[config.mk]
export PLATFORM = sky130hd
export DESIGN_NAME = bin2bcd_seq
export DESIGN_NICKNAME = d
export VERILOG_FILES = /design/src/rtl/bin2bcd_seq.sv
export SDC_FILE = /design/constraint.sdc
export NUM_CORES = 1
export LEC_CHECK = 0
export CAP_MARGIN = 20
export CORE_ASPECT_RATIO = 1.75
export CORE_MARGIN = 4
export CORE_UTILIZATION = 49
export CTS_CLUSTER_DIAMETER = 40
export DETAILED_ROUTE_END_ITERATION = 12
export PLACE_DENSITY = 0.86
export SLEW_MARGIN = 20
export SYNTH_ARGS = -nofsm -noshare
export SYNTH_HDL_FRONTEND = slang
export SYNTH_SLANG_ARGS = --single-unit
[constraint.sdc]
create_clock -name clk -period 1.4 [get_ports clk]
set_clock_uncertainty 0.15 [all_clocks]
set_input_delay 0.28 -clock clk [delete_from_list [all_inputs] [get_ports clk]]
set_output_delay 0.28 -clock clk [all_outputs]
set_load 0.05 [all_outputs]
[src/rtl/bin2bcd_seq.sv]
`default_nettype none
// ============================================================================
//  Module      : bin2bcd_seq
//  Description : Sequential 14-bit binary to 4-digit BCD converter. It uses
//                shift-and-add-3 (double-dabble), one input bit per clock,
//                and feeds the seven-segment scan stage. The digit outputs are
//                registered and change only when a conversion completes, so
//                the multiplexed display never shows a partial result.
//                Inputs above 9999 saturate to 9999 and raise ovf.
//                Optional leading-zero blanking replaces the leading zero
//                digits with BLANK_CODE.
//  Ports       : clk     - system clock, rising edge
//                rst_n   - asynchronous active-low reset
//                start   - conversion request, sampled only while idle
//                bin_in  - 14-bit unsigned operand, sampled with start
//                busy    - conversion in progress
//                done    - one-cycle pulse when new digits are valid
//                ovf     - last accepted operand exceeded 9999
//                dig0    - thousands digit (leftmost)
//                dig1    - hundreds digit
//                dig2    - tens digit
//                dig3    - units digit (rightmost)
//  Revision    : 1.0 - initial release
// ============================================================================
module bin2bcd_seq #(
    parameter bit         BLANK_LZ   = 1'b0,
    parameter logic [3:0] BLANK_CODE = 4'hF
) (
    input  logic        clk,
    input  logic        rst_n,
    input  logic        start,
    input  logic [13:0] bin_in,
    output logic        busy,
    output logic        done,
    output logic        ovf,
    output logic [3:0]  dig0,
    output logic [3:0]  dig1,
    output logic [3:0]  dig2,
    output logic [3:0]  dig3
);

    // Value shown on the three upper digits after reset: a zero display
    // shows as a single "0" in the units position when blanking is enabled.
    localparam logic [3:0]  C_LZ_RST  = BLANK_LZ ? BLANK_CODE : 4'd0;
    localparam logic [13:0] C_MAX_BIN = 14'd9999;
    localparam logic [3:0]  C_LAST_IT = 4'd13;

    typedef enum logic [1:0] {
        S_IDLE  = 2'd0,
        S_SHIFT = 2'd1,
        S_LOAD  = 2'd2
    } state_t;

    state_t      state_q;
    logic [29:0] scratch_q;    // {bcd[15:0], bin[13:0]}
    logic [3:0]  cnt_q;
    logic        pend_ovf_q;
    logic        busy_q;
    logic        done_q;
    logic        ovf_q;
    logic [3:0]  dig0_q;
    logic [3:0]  dig1_q;
    logic [3:0]  dig2_q;
    logic [3:0]  dig3_q;

    logic        sat_d;
    logic [13:0] operand_d;
    logic [29:0] adj_d;
    logic [29:0] scratch_d;
    logic [3:0]  dig0_d;
    logic [3:0]  dig1_d;
    logic [3:0]  dig2_d;
    logic [3:0]  dig3_d;

    // ------------------------------------------------------------------
    // Operand saturation
    // ------------------------------------------------------------------
    always_comb begin
        sat_d     = (bin_in > C_MAX_BIN);
        operand_d = sat_d ? C_MAX_BIN : bin_in;
    end

    // ------------------------------------------------------------------
    // One double-dabble step: every BCD nibble >= 5 gets +3, all judged on
    // the current value, then the whole scratch register shifts left by one.
    // ------------------------------------------------------------------
    always_comb begin
        adj_d = scratch_q;
        for (int i = 0; i < 4; i++) begin
            if (scratch_q[14 + 4*i +: 4] >= 4'd5) begin
                adj_d[14 + 4*i +: 4] = scratch_q[14 + 4*i +: 4] + 4'd3;
            end
        end
        scratch_d = adj_d << 1;
    end

    // ------------------------------------------------------------------
    // Final digits with optional leading-zero blanking. A digit is blanked
    // only while it and every more significant digit are zero; the units
    // digit always shows.
    // ------------------------------------------------------------------
    always_comb begin
        logic lead0;
        logic lead1;
        logic lead2;
        dig0_d = scratch_q[29:26];
        dig1_d = scratch_q[25:22];
        dig2_d = scratch_q[21:18];
        dig3_d = scratch_q[17:14];
        lead0  = BLANK_LZ && (scratch_q[29:26] == 4'd0);
        lead1  = lead0 && (scratch_q[25:22] == 4'd0);
        lead2  = lead1 && (scratch_q[21:18] == 4'd0);
        if (lead0) dig0_d = BLANK_CODE;
        if (lead1) dig1_d = BLANK_CODE;
        if (lead2) dig2_d = BLANK_CODE;
    end

    // ------------------------------------------------------------------
    // Control FSM with registered outputs
    // ------------------------------------------------------------------
    always_ff @(posedge clk or negedge rst_n) begin
        if (!rst_n) begin
            state_q    <= S_IDLE;
            scratch_q  <= '0;
            cnt_q      <= '0;
            pend_ovf_q <= 1'b0;
            busy_q     <= 1'b0;
            done_q     <= 1'b0;
            ovf_q      <= 1'b0;
            dig0_q     <= C_LZ_RST;
            dig1_q     <= C_LZ_RST;
            dig2_q     <= C_LZ_RST;
            dig3_q     <= 4'd0;
        end else begin
            case (state_q)
                S_IDLE: begin
                    // done lasts one cycle; a start in that same cycle is
                    // accepted, giving one conversion every 16 cycles.
                    done_q <= 1'b0;
                    if (start) begin
                        scratch_q  <= {16'd0, operand_d};
                        pend_ovf_q <= sat_d;
                        cnt_q      <= 4'd0;
                        busy_q     <= 1'b1;
                        state_q    <= S_SHIFT;
                    end
                end
                S_SHIFT: begin
                    scratch_q <= scratch_d;
                    if (cnt_q == C_LAST_IT) begin
                        cnt_q   <= 4'd0;
                        state_q <= S_LOAD;
                    end else begin
                        cnt_q <= cnt_q + 4'd1;
                    end
                end
                S_LOAD: begin
                    dig0_q  <= dig0_d;
                    dig1_q  <= dig1_d;
                    dig2_q  <= dig2_d;
                    dig3_q  <= dig3_d;
                    ovf_q   <= pend_ovf_q;
                    done_q  <= 1'b1;
                    busy_q  <= 1'b0;
                    state_q <= S_IDLE;
                end
                default: begin
                    state_q <= S_IDLE;
                end
            endcase
        end
    end

    assign busy = busy_q;
    assign done = done_q;
    assign ovf  = ovf_q;
    assign dig0 = dig0_q;
    assign dig1 = dig1_q;
    assign dig2 = dig2_q;
    assign dig3 = dig3_q;

endmodule
`default_nettype wire

## Word level (Yosys, flattened, before mapping)

Cells that the tools add are included.

- Bits of input ports: 17
- Flip-flop bits (word level): 56
- Logic and storage cells: 49
- Output and inout port bits: 19

- Reductions and logical operators: 7
- Multiplexer cells: 16
- Add/sub/neg operators: 5
- Magnitude comparators: 5
- Equality and inequality tests: 5

Operators with widths:

| operator | number |
|---|---|
| case mux 30 bit (2 select lines) | 1 |
| two-way mux 30 bit | 1 |
| two-way mux 4 bit | 5 |
| greater-or-equal comparator 4 x 3 -> 1 bit (second input constant) | 4 |
| greater-than comparator 14 bit (second input constant) | 1 |
| two-way mux 14 bit | 1 |
| adder 4 x 2 -> 4 bit (second input constant) | 3 |
| case mux 4 bit (2 select lines) | 1 |
| AND reduction 2 bit | 4 |
| adder 4 x 1 -> 4 bit (second input constant) | 1 |
| equality test 4 bit (second input constant) | 1 |
| two-way mux 2 bit | 2 |
| != test 2 bit (second input constant) | 2 |
| case mux 1 bit (2 select lines) | 2 |
| case mux 2 bit (2 select lines) | 1 |
| nonzero test 2 bit | 2 |
| adder 3 x 2 -> 3 bit (second input constant) | 1 |
| two-way mux 3 bit | 1 |
| equality test 2 x 1 -> 1 bit (second input constant) | 1 |
| equality test 2 bit (second input constant) | 1 |
| logical NOT 2 bit | 1 |
| two-way mux 1 bit | 1 |

## Depth between registers and ports, before layout

Gate-level depths: netlist of the first run.

- Depth in word-level cells: 4
- Mapped depth: 6
- Mapped depth without buffers: 5

## Least setup slack after synthesis of the first run

Ideal clock, no wire load.

- Path kind: reg2reg
- From: reg state_q[0]
- To: reg scratch_q[4]
- Required time: 1.186 ns
- Arrival time: 1.330 ns
- Path buffers: 2
- Cell stages (with the launch flop): 6
- Clock period less this slack: 1.544 ns
- Setup slack: -0.144 ns
- Library setup time: 0.064 ns
- Path through: dfrtp_1 -> buf_6 -> or3b_1 -> buf_6 -> nor3_4 -> a21o_1

- Longest elaborated chain between the ends: 3

RTL lines:

| what | line | RTL |
|---|---|---|
| start: declaration | 54 | `state_t state_q;` |
| start signal: assignment | 123 | `state_q <= S_IDLE;` |
| start signal: assignment | 145 | `state_q <= S_SHIFT;` |
| start signal: assignment | 152 | `state_q <= S_LOAD;` |
| equality test 2 x 1 -> 1 bit / logical NOT 2 bit (equally long branches) | 135 | `case (state_q)` |
| nonzero test 2 bit (no line) / != test 2 bit (equally long branches) | n/a |  |
| AND reduction 2 bit (no line) | n/a |  |
| end signal: assignment | 141 | `scratch_q <= {16'd0, operand_d};` |
| end signal: assignment | 149 | `scratch_q <= scratch_d;` |
| end: declaration | 55 | `logic [29:0] scratch_q;` |

Parallel ways exist; a longest one is shown, timed or not.
A chain may end at the register's enable or synchronous reset.

## Worst setup path in the final report of the first run

- From: reg state_q[1]
- To: reg scratch_q[16]

The elaborated chain is that of the path after synthesis.

==> results of run 1 <==
kinds of logic (layout without fill, tap and decap cells):
family | Yosys count | after routing | share of synthesized area (%)
AOI/OAI and AO/OA | 87 | 87 | 23.2
and+or+nand+nor | 68 | 69 | 12.2
DFF | 56 | 56 | 52.5
buffers and inverters | 35 | 121 | 6.00
adders and majority gates | 10 | 10 | 4.69
xor gates and xnor gates | 3 | 3 | 0.984
muxes | 1 | 1 | 0.422
routing by layer:
layer / GRT usage (%) / part of all wire [%]
met5: 0 / 0
met4: 13.6 / 4.5
met3: 3.94 / 5.1
met2: 39.1 / 54
met1: 23.8 / 37
placed cells by master, fill, tap and decap left out, drive strengths merged, types with 8 or more instances in the layout:
cell and count:
clkdlybuf4s50 11, ha 10, o21ai 23, a22o 8, o2111ai 8, dfrtp 56
nand2 38, inv 21, buf 76
power breakdown:
group / internal [uW] / switching, uW
registers: 2310 / 678
logic: 3160 / 3150
clock network: 402 / 537
total: 5870 / 4360
area by class of cell:
cell class	count	share of cell area, %
Clock inverter	2	0.360
Inverter	21	1.89
Timing Repair Buffer	92	25.4
Tap cell	74	2.22
Multi-Input combinational cell	170	34.5
Clock buffer	6	1.98
Sequential cell	56	33.7
flip-flops by register name (all words and copies together) (netlist names):
| signal | flops |
|---|---|
| done | 1 |
| busy | 1 |
| dig1 | 4 |
| scratch_q | 30 |
| dig2 | 4 |
| ovf | 1 |
| dig3 | 4 |
| dig0 | 4 |
| cnt_q | 4 |
| pend_ovf_q | 1 |
| state_q | 2 |
final timing paths:
check | from | to | slack, ns | cells after the start
worst min register to register | scratch_q[9] | scratch_q[9] | 0.38 | 2
max in group asynchronous | rst_n | cnt_q[0] | 0.32 | 3
worst max register to register | state_q[1] | scratch_q[16] | -0.17 | 6
worst min-delay path | bin_in[4] | scratch_q[4] | 0.17 | 2
worst max-delay path | state_q[1] | scratch_q[16] | -0.17 | 6
min in group asynchronous | rst_n | scratch_q[28] | 0.25 | 2
worst reg2reg max path: stages, from the launching register on:
cell and delay [ns]:
dfrtp_1 0.44, buf_4 0.18, o21bai_1 0.15, buf_4 0.18, buf_4 0.15, nand2_1 0.06
o211ai_1 0.13
through the flow:
step	instances	cell area [um2]	setup slack, ns	total power [uW]	hold WS [ns]
6_report	421	4170	-0.167	10200	0.173
5_1_grt	421	4170	-0.246	10800	0.165
4_1_cts	417	4000	-0.143	9520	0.166
3_5_place_dp	397	3650	-0.521	7870	0.0696
3_3_place_gp	397	3650	-0.457	7650	0.0636
2_1_floorplan	260	2760	-0.0787	5670	-0.166
timing repair:
item / in CTS / in global routing
buffers inserted: 9 / 4
setup endpoints to repair: 33 / 52
hold endpoints to repair: 13 / 0
resized for setup: 29 / 30
hold buffers: 1 / 0
pin swaps: 8 / 6
cloned: 2 / 0
==> reports/qor.csv, run 1 <==
metric;value;unit
Hold Vio Cnt, Final;0;
GRT overflow;0;
Final Wtd Congestion;0.833;
overall global routing resource usage;22.1;%
Synth cell types;37;
top cells by area, synth;dfrtp_1, nand2_1, ha_1;
clock latency on the worst-skew pair;0.32;ns
Worst path max stage delay;0.44;ns
synthesized flop and latch total;56;
CP required;1.43;ns
Multi-input gate area;1440;um2
layout overhead on the synthesized area;56.0;%
vias in the first global route;2563;
Post-synth top cells;dfrtp_1, nand2_1, o21ai_0;
Crit path top cell by count;buf_4;
yosys warns;0;
core area;5300;um2
Initial DRC Count;140;
drt drc;0;
HP Class;in -> reg;
Finish-stage setup viols;40;
Fillers;301;
Pleak;0.00185;uW
total length of routed wires;7.79;mm
Max Transition Viols Final;0;
PnR worst setup slack;-0.167;ns
top-area cell type share of the netlist area;52.5;%
Peak supply drop;1.13;mV
CTS tree;done;
post-route minimum period;1.57;ns
number of synthesized flops with an enable pin;0;
Antenna Nets Post-Route;0;
Crit path buffers/inverters;3;
CTS HTree Levels;2;
crit path kind;reg -> reg;
num rows;35;
die height;106;um
initial antenna violation count;0;
share of layout cells above drive strength 1;40.3;%
ys flop type;dfrtp_1;
CTS clk-pin slew, worst paths;0.10;ns
Max-Cap Viols;0;
router iterations before antenna repair;4;
vias;2486;
CTS root buf;clkbuf_8;
Least-Margin Pin Slew;0.381;ns
cell count after synthesis;260;
top-count cell post-synth;dfrtp_1;
DPL Wire Length;4.49;mm
Inserted Clock Buffers;5;
storage element area;1400;um2
largest net degree at the start of global routing;36;
syn_nets;287;
setup tns final;-3.80;ns
period utilization;112;%
nets;373;
I/O Pins;36;
sequential element share of the synthesized area;52.5;%
first-pass GRT wire length;11.7;mm
Max Freq;0.638;GHz
Mapped Area;2670;um2
max_slew headroom;74.6;%
unrepaired setup endpoints after global routing;true;
number of port buffers;35;
end-of-flow core utilization;78.6;%
Max stage delay cell, worst path;dfrtp_1;
DR vias/cell;5.90;
ant diodes;0;
Post-synth ARST share;100;%
crit-path max FO;10;
Yosys top cell by area;dfrtp_1;
outcome;finished with violations;
Die Span X;63.8;um
critical path, cell by cell;buf_4, o21bai_1, buf_4, buf_4, nand2_1, o211ai_1;
per-cell routed wire length;18.5;um
failing checks;setup timing;
P per Cell Area;2460;nW/um2
clk sinks;56;
crit end category;flop;
Arr. time, crit path;1.60;ns
largest delay contributor family on the critical path;buffers and inverters;
effective utilization at floorplan;50.4;%
Die ar.;6740;um2
Setup crit start kind;flop;
synthesized area per cell;10.3;um2
Max clock buf depth;2;
(Power assumes the default switching activity.)
==> run 2: changes to the inputs <==
--- a/config.mk
+++ b/config.mk
@@ -5,6 +5,7 @@
 export SDC_FILE = /design/constraint.sdc
 export NUM_CORES = 1
 export LEC_CHECK = 0
+export ABC_CLOCK_PERIOD_IN_PS = 1400
 export CAP_MARGIN = 20
 export CORE_ASPECT_RATIO = 1.75
 export CORE_MARGIN = 4
==> constraint.sdc (replaced) <==
create_clock -name clk -period 1.4 [get_ports clk]
set_clock_uncertainty 0.15 [all_clocks]
set_input_delay 0.28 -clock clk [delete_from_list [all_inputs] [get_ports clk]]
set_output_delay 0.28 -clock clk [all_outputs]
set_load 0.1 [all_outputs]
==> run 2 against run 1 <==
  * The flow still finishes with violations (setup timing)
  * Critical path depth shrank 2
  * Flip-flop and latch count unchanged
  * Count of clock-buffer cells in the layout is 1 lower
  * Global-route usage increased by 2.5 points
  * Worst hold slack worse by 0.077 ns
  * Maximum frequency is essentially flat
  * Sequential share of layout area decreased by 1.3 points
==> reports/qor.csv, run 2 (same netlist as run 1, synthesis figures left out) <==
metric;value;unit;change
Pleak;0.00195;uW;+5.3%
Die ar.;6740;um2;unchanged
per-cell routed wire length;21.2;um;+15%
Peak supply drop;1.40;mV;+24%
Fillers;258;;-14%
max_slew headroom;80.0;%;+5.4 points
Max clock buf depth;2;;unchanged
number of port buffers;35;;unchanged
vias;2576;;+3.6%
router iterations before antenna repair;7;;+3
layout overhead on the synthesized area;62.9;%;
CTS tree;done;;
HP Class;in -> reg;;
crit end category;flop;;
Max Transition Viols Final;0;;unchanged
ant diodes;0;;unchanged
Max-Cap Viols;0;;unchanged
Design Power;11600;uW;+13%
I/O Pins;36;;unchanged
Arr. time, crit path;1.63;ns;+0.03 ns
DPL Wire Length;4.57;mm;+1.6%
die height;106;um;unchanged
CTS root buf;clkbuf_8;;
num rows;35;;unchanged
unrepaired setup endpoints after global routing;true;;
Least-Margin Pin Slew;0.296;ns;-0.0842 ns
Final Wtd Congestion;0.830;;-0.40%
CP required;1.46;ns;+0.03 ns
crit-path max FO;6;;-4
effective utilization at floorplan;50.4;%;unchanged
largest net degree at the start of global routing;57;;+58%
overall global routing resource usage;24.6;%;+2.5 points
Setup crit start kind;flop;;
clk sinks;56;;unchanged
CTS clk-pin slew, worst paths;0.10;ns;about the same
vias in the first global route;2612;;+1.9%
outcome;finished with violations;;
CTS HTree Levels;2;;unchanged
failing checks;setup timing;;
first-pass GRT wire length;12.7;mm;+8.8%
P per Cell Area;2670;nW/um2;+8.7%
Multi-input gate area;1520;um2;+5.8%
DR vias/cell;6.05;;+2.4%
Finish-stage setup viols;47;;+18%
most flop-heavy register;scratch_q;;
clock latency on the worst-skew pair;0.31;ns;about the same
initial antenna violation count;0;;unchanged
final instance area;4350;um2;+4.4%
GRT overflow;0;;unchanged
commonest non-fill, non-tap cells in the layout;dfrtp_1, buf_4, nand2_1;;
final hold slack;0.0960;ns;-0.0768 ns
nets;380;;+1.9%
commonest non-fill, non-tap cell in the layout;dfrtp_1;;
post-route minimum period;1.57;ns;+0.000796 ns
PnR worst setup slack;-0.168;ns;-0.000796 ns
total length of routed wires;9.04;mm;+16%
Antenna Nets Post-Route;0;;unchanged
Largest register FFs;30;;unchanged
Die Span X;63.8;um;unchanged
placed cell area;3670;um2;+0.45%
Initial DRC Count;177;;+26%
end-of-flow core utilization;82.1;%;+3.5 points
crit path kind;reg -> reg;;
core area;5300;um2;unchanged
period utilization;112;%;about the same
share of layout cells above drive strength 1;47.4;%;+7.1 points
Hold Vio Cnt, Final;0;;unchanged
Max Freq;0.638;GHz;about the same
Inserted Clock Buffers;5;;unchanged
storage element area;1410;um2;+0.27%
drt drc;0;;unchanged
[run 2: changes by cell type in the layout (fill, tap and decap cells not counted), sizes merged, moves of 2 or more]
cell           previous run  this run
clkinvlp                  2         0
dlygate4sd2               4         2
clkdlybuf4s15             0         2
buf                      76        82
[run 2: area by class of cell]
| type | instances | share of cell area [%] |
|---|---|---|
| clock buffer | 5 | 1.58 |
| clock inverter | 1 | 0.690 |
| inverter | 21 | 1.81 |
| multi-input combinational | 170 | 34.9 |
| sequential | 56 | 32.3 |
| tap | 74 | 2.13 |
| timing repair buffer | 99 | 26.5 |
[run 2: worst paths after layout]
| path | from | end | slack (ns) | cells past startpoint |
|---|---|---|---|---|
| min in group asynchronous | rst_n | dig1[3] | 0.36 | 3 |
| max in group asynchronous | rst_n | cnt_q[0] | 0.48 | 3 |
| worst min-delay path | bin_in[4] | scratch_q[4] | 0.1 | 2 |
| worst min register to register | scratch_q[29] | scratch_q[29] | 0.37 | 1 |
| worst max-delay path | state_q[1] | cnt_q[3] | -0.17 | 4 |
| worst max register to register | state_q[1] | cnt_q[3] | -0.17 | 4 |
[run 2: metal layers]
metal / global-route usage [%] / part of all wire [%] / vias up
met3: 3.94 / 5.6 / 43
met1: 24.2 / 33 / 1252
met4: 16.8 / 6.8 / 0
li1: - / - / 1125
met5: 0 / 0 / -
met2: 45.4 / 55 / 156
[run 2: through the flow]
stage                     instances  TNS (ns)  setup slack (ns)
final                           426     -4.05            -0.168
after detailed placement        399    -13.91            -0.513
after global placement          399    -12.38            -0.455
after global routing            426     -5.54            -0.193
after floorplan                 260    -0.655           -0.0787
after CTS                       419     -1.89            -0.150
[run 2: what timing repair did]
action,4_1_cts,5_1_grt
gates cloned,5,0
buffers inserted,9,9
hold buffers,1,0
pin swaps,14,14
gates resized for setup,63,49
setup endpoints to repair,53,54
hold endpoints to repair,56,0
[run 2: power breakdown]
part	internal [uW]	total, uW	switching [uW]
clock network	514	1010	498
logic	3410	7540	4130
registers	2320	3060	743
[run 2: critical path, stage by stage (launching register included)]
cell and delay, ns:
dfrtp_2 0.47, and2b_4 0.38, buf_12 0.14, a41oi_2 0.08, a31oi_1 0.24
